[src/rtl/ifid_pkg.sv]
// ifid_pkg: shared default widths, NOP encoding and payload layout for the IF/ID stage
package ifid_pkg;

    localparam int INSTR_W_DEF = 16;
    localparam int PC_W_DEF    = 16;
    localparam logic [INSTR_W_DEF-1:0] NOP_INSTR_DEF = 16'h0800;

    // Payload layout at default widths; instr sits in the upper bits, pc_inc in the lower bits
    typedef struct packed {
        logic [INSTR_W_DEF-1:0] instr;
        logic [PC_W_DEF-1:0]    pc_inc;
    } ifid_payload_t;

endpackage

[src/rtl/ifid_pipe_stage_sat_counter.sv]
// sat_counter: saturating event counter with synchronous clear
module sat_counter #(
    parameter int W = 16
) (
    input  logic         clk,
    input  logic         rst,
    input  logic         clr,
    input  logic         inc,
    output logic [W-1:0] count
);

    // Clear wins over increment; the count sticks at all-ones instead of wrapping
    always_ff @(posedge clk or posedge rst) begin
        if (rst)
            count <= '0;
        else if (clr)
            count <= '0;
        else if (inc && count != {W{1'b1}})
            count <= count + 1'b1;
    end

endmodule

[src/rtl/ifid_pipe_stage.sv]
// ifid_pipe_stage: IF/ID register with valid/ready handshake, optional skid entry, flush-to-NOP and perf counters
module ifid_pipe_stage
    import ifid_pkg::*;
#(
    parameter int               INSTR_W   = INSTR_W_DEF,
    parameter int               PC_W      = PC_W_DEF,
    parameter logic [INSTR_W-1:0] NOP_INSTR = INSTR_W'(NOP_INSTR_DEF),
    parameter bit               SKID      = 1'b1,
    parameter int               CNT_W     = 16
) (
    input  logic               clk,
    input  logic               rst,
    input  logic               in_valid,
    output logic               in_ready,
    input  logic [INSTR_W-1:0] in_instr,
    input  logic [PC_W-1:0]    in_pc_inc,
    input  logic               flush,
    output logic               out_valid,
    input  logic               out_ready,
    output logic [INSTR_W-1:0] out_instr,
    output logic [PC_W-1:0]    out_pc_inc,
    input  logic               cnt_clr,
    output logic [CNT_W-1:0]   stall_cnt,
    output logic [CNT_W-1:0]   bubble_cnt
);

    localparam int P_W = INSTR_W + PC_W;
    localparam logic [P_W-1:0] NOP_WORD = {NOP_INSTR, {PC_W{1'b0}}};

    logic [P_W-1:0] out_q;
    logic [P_W-1:0] skid_q;
    logic           skid_full;
    logic           in_fire;
    logic           out_fire;
    logic           take;

    // With a skid entry in_ready is purely registered; without one it looks through to out_ready
    assign in_ready = SKID ? ~skid_full : (out_ready | ~out_valid);
    assign in_fire  = in_valid & in_ready;
    assign out_fire = out_valid & out_ready;
    assign take     = ~out_valid | out_fire;
    assign {out_instr, out_pc_inc} = out_q;

    // Flush squashes everything; a free output refills from skid first, a held output spills the input into skid
    always_ff @(posedge clk or posedge rst) begin
        if (rst) begin
            out_valid <= 1'b0;
            out_q     <= NOP_WORD;
            skid_full <= 1'b0;
            skid_q    <= '0;
        end else if (flush) begin
            out_valid <= 1'b0;
            out_q     <= NOP_WORD;
            skid_full <= 1'b0;
        end else if (take) begin
            out_valid <= skid_full | in_fire;
            skid_full <= 1'b0;
            if (skid_full)
                out_q <= skid_q;
            else if (in_fire)
                out_q <= {in_instr, in_pc_inc};
        end else if (SKID && in_fire) begin
            skid_full <= 1'b1;
            skid_q    <= {in_instr, in_pc_inc};
        end
    end

    sat_counter #(.W(CNT_W)) u_stall_cnt (
        .clk   (clk),
        .rst   (rst),
        .clr   (cnt_clr),
        .inc   (out_valid & ~out_ready),
        .count (stall_cnt)
    );

    sat_counter #(.W(CNT_W)) u_bubble_cnt (
        .clk   (clk),
        .rst   (rst),
        .clr   (cnt_clr),
        .inc   (~out_valid),
        .count (bubble_cnt)
    );

endmodule

[config.mk]
export PLATFORM = sky130hd
export DESIGN_NAME = ifid_pipe_stage
export DESIGN_NICKNAME = d
export VERILOG_FILES = /design/src/rtl/ifid_pkg.sv /design/src/rtl/ifid_pipe_stage_sat_counter.sv /design/src/rtl/ifid_pipe_stage.sv
export SDC_FILE = /design/constraint.sdc
export NUM_CORES = 1
export LEC_CHECK = 0
export CAP_MARGIN = 40
export CORE_ASPECT_RATIO = 1.1
export CORE_MARGIN = 2
export CORE_UTILIZATION = 45
export DETAILED_ROUTE_END_ITERATION = 10
export PLACE_DENSITY = 0.71
export SKIP_LAST_GASP = 1
export SYNTH_ARGS = -nofsm -noshare
export SYNTH_HDL_FRONTEND = slang
export SYNTH_SLANG_ARGS = --single-unit
[constraint.sdc]
create_clock -name clk -period 10.9 [get_ports clk]
set_input_delay 3.27 -clock clk [delete_from_list [all_inputs] [get_ports clk]]
set_output_delay 3.27 -clock clk [all_outputs]
set_load 0.01 [all_outputs]
==> results by group <==
Final layout
  • Share of layout cells above drive strength 1: 0.148
  • Most frequent cells in the layout: clkdlybuf4s50_1, dfrtp_1, nor2_1
  • Layout net count: 556
  • Antenna cells: 0
  • Most common cell after layout, fill and taps aside: clkdlybuf4s50_1
  • Non-filler instance count after layout: 644
  • Syn-to-layout area delta: 31.3%

STA
  • Rel. slew slack: 0.507
  • Unrepaired setup endpoints after global routing: no
  • Final Skew: 6.81 ps
  • Fin Setup TNS: 0 ps
  • Worst-Margin Slew: 738 ps
  • Max Slew Vio Count: 0
  • Final hold vios: 0
  • Tcrit/Tclk final: 0.466
  • Min cycle time layout: 5080 ps
  • Fmax: 197 MHz
  • Post-route setup slack: 5820 ps
  • Final count of negative-setup-slack endpoints: 0

Clock tree
  • Worst skew pair latency: 340 ps
  • Worst-path clk slew: 60 ps
  • CTS Buffer Depth: 2
  • Hold-fix buffers at CTS: 0
  • Root buffer selected by CTS: clkbuf_16
  • Postcts setup bufs: 0
  • # resized after CTS: 0
  • Sink Count: 98
  • CTS tree: built
  • H-tree depth: 3
  • Num CTS Buffers: 9

Worst setup path
  • CP arrival: 5340 ps
  • CP max stage delay: 590 ps
  • FF-to-FF path depth: 4
  • Critical path's slowest cell: nor2b_1
  • Critical path required time: 11160 ps
  • Startpoint class of the critical path: input port
  • R2R setup slack: 8530 ps
  • Crit-path cells: clkdlybuf4s50_1 -> nor2b_1 -> nand2_1 -> or4_1 -> a21oi_1
  • Worst r2r dst: u_stall_cnt.count[9]
  • CP Max Fanout: 9
  • Reg2Reg Launch Point: out_valid
  • CP endpoint kind: register
  • Crit path kind: input port to register

Synth
  • Post-synth EDFFs: 0
  • Mapped Area: 4680 sq um
  • YS warnings: 0
  • Ranking of synthesized cells by area: dfrtp_1, mux2_2, mux2i_1, a211oi_1, nor2_1
  • Leading area contributor after synthesis: dfrtp_1
  • Compound-Gate Fraction of Synth Area: 0.116
  • Yosys cell types: 45
  • Synth Area in XOR/XNOR: 0
  • Simple-gate share of the synthesized area: 0.157
  • Syn_nets: 461
  • Post-synthesis mux area share: 0.164
  • Main combinational cell family by area after synthesis: multiplexers
  • Post-synth top area share: 0.519
  • Mean Syn Cell Area: 11.1 sq um
  • Sequential area share after synthesis: 0.525
  • Post-synthesis adder-cell area fraction: 0.00535
  • FF+latch count, synth: 98
  • Instance count of the mapped netlist: 421
  • Async SR Flop Fraction: 1.00
  • Primary FF master, synth: dfrtp_1

Place
  • Dpl ws: 5530 ps
  • DP HPWL: 6980 um
  • Final GP Congestion: 0.762
  • Port buffer count: 103
  • Placed insts: 628

Hold path
  • HP Class: register to register
  • Hold Path Depth: 1
  • Hold_sp: skid_q[14]
  • Hold path endpoint: skid_q[14]

Die
  • Row Count: 39
  • Core area: 10200 sq um
  • Die height: 111 um
  • Die Area: 11200 sq um
  • Ports: 104
  • Initial Util: 0.456
  • Die Wd: 101 um

Drt
  • Initial DRT Pass Iterations: 4
  • Total wire length: 10300 um
  • WL/cell: 15.9 um
  • Drt via density: 5.64
  • Drt drc: 0
  • Via count: 3633
  • Number of nets with antenna violations after routing: 0
  • DR iter-0 viols: 99

Global route
  • Initial antenna violation count: 0
  • First-pass GRT wire length: 17300 um
  • Gr ovfl total: 0
  • Pin count of the biggest net entering global routing: 43
  • GRT Total Usage: 0.192
  • Vias in the first global route: 3630

Outcome
  • Status: complete, no violations

Pwr
  • Max VDD drop: 0.0781 mV
  • Design Power: 871 uW
  • Static leakage: 0.00243 uW
  • P per Cell Area: 142 nW/um^2

Run
  • # Max-Cap Violations: 0
[cells by family (layout without fill, tap and decap cells)]
| kind of cell | count (synthesis) | after routing |
|---|---|---|
| muxes | 72 | 72 |
| DFF | 98 | 98 |
| adders and majority gates | 2 | 2 |
| and+or+nand+nor | 134 | 134 |
| AOI/OAI and AO/OA | 79 | 79 |
| buffers and inverters | 36 | 136 |
[worst max-delay path, delay by kind of cell]
family          cells  cell delay, ps
compound gates      1             150
buf+inv             1             420
simple gates        3            1510
[flip-flops by register name, indices dropped and copies added, names as in the netlist]
signal / flops
out_valid: 1
skid_full: 1
u_bubble_cnt.count: 16
out_q: 32
u_stall_cnt.count: 16
skid_q: 32
[layer usage]
layer,track usage,wire [um],vias to the layer above
met5,0,0,-
met4,0.0640,143,0
met3,0.0479,538,12
met2,0.306,4960,103
met1,0.256,4620,1774
li1,-,-,1744
[metrics by stage]
| step | hold slack (ps) | instance area, sq um | utilization |
|---|---|---|---|
| 2_1_floorplan | 479 | 4680 | - |
| 3_5_place_dp | 493 | 5830 | 0.569 |
| 6_report | 505 | 6140 | 0.599 |
| 5_1_grt | 515 | 6140 | 0.599 |
| 3_3_place_gp | 486 | 5790 | 0.565 |
| 4_1_cts | 509 | 6140 | 0.599 |
[how the worst max path moves through the flow]
stage	startpoint	end
after detailed placement	out_ready	u_stall_cnt.count[9]
after CTS	out_ready	u_stall_cnt.count[9]
after floorplan	rst	out_q[0]
final	out_ready	u_stall_cnt.count[9]
after global placement	out_ready	u_stall_cnt.count[9]
after global routing	out_ready	out_q[9]
[synth_stat cells, types with 5 or more instances]
library cell   n
a211oi_1      32
a21oi_1       19
buf_2         10
clkbuf_1      11
dfrtp_1       97
inv_1          9
mux2_2        37
mux2i_1       35
nand2_1        8
nand2b_1       5
nand3_1       11
nand4_1        7
nor2_1        47
nor2b_1        7
nor3_1         8
nor4_1         8
o21ai_0        8
o31ai_1        8
or3_1          5
or4_1         11
[area by class of cell]
class	instances	area, sq um
well taps	123	154
inverters	9	36.3
repair buffers	111	1120
fillers	866	4110
clock inverters	4	50.0
multi-input cells	287	2070
flip-flops and latches	98	2450
clock buffers	12	256
[where the power goes]
part / switching (uW) / internal (uW) / total [uW]
Sequential: 24.4 / 406 / 430
Clock: 132 / 190 / 322
Combinational: 50.2 / 69.0 / 119
No activity file was read; power rests on OpenSTA's default activity.
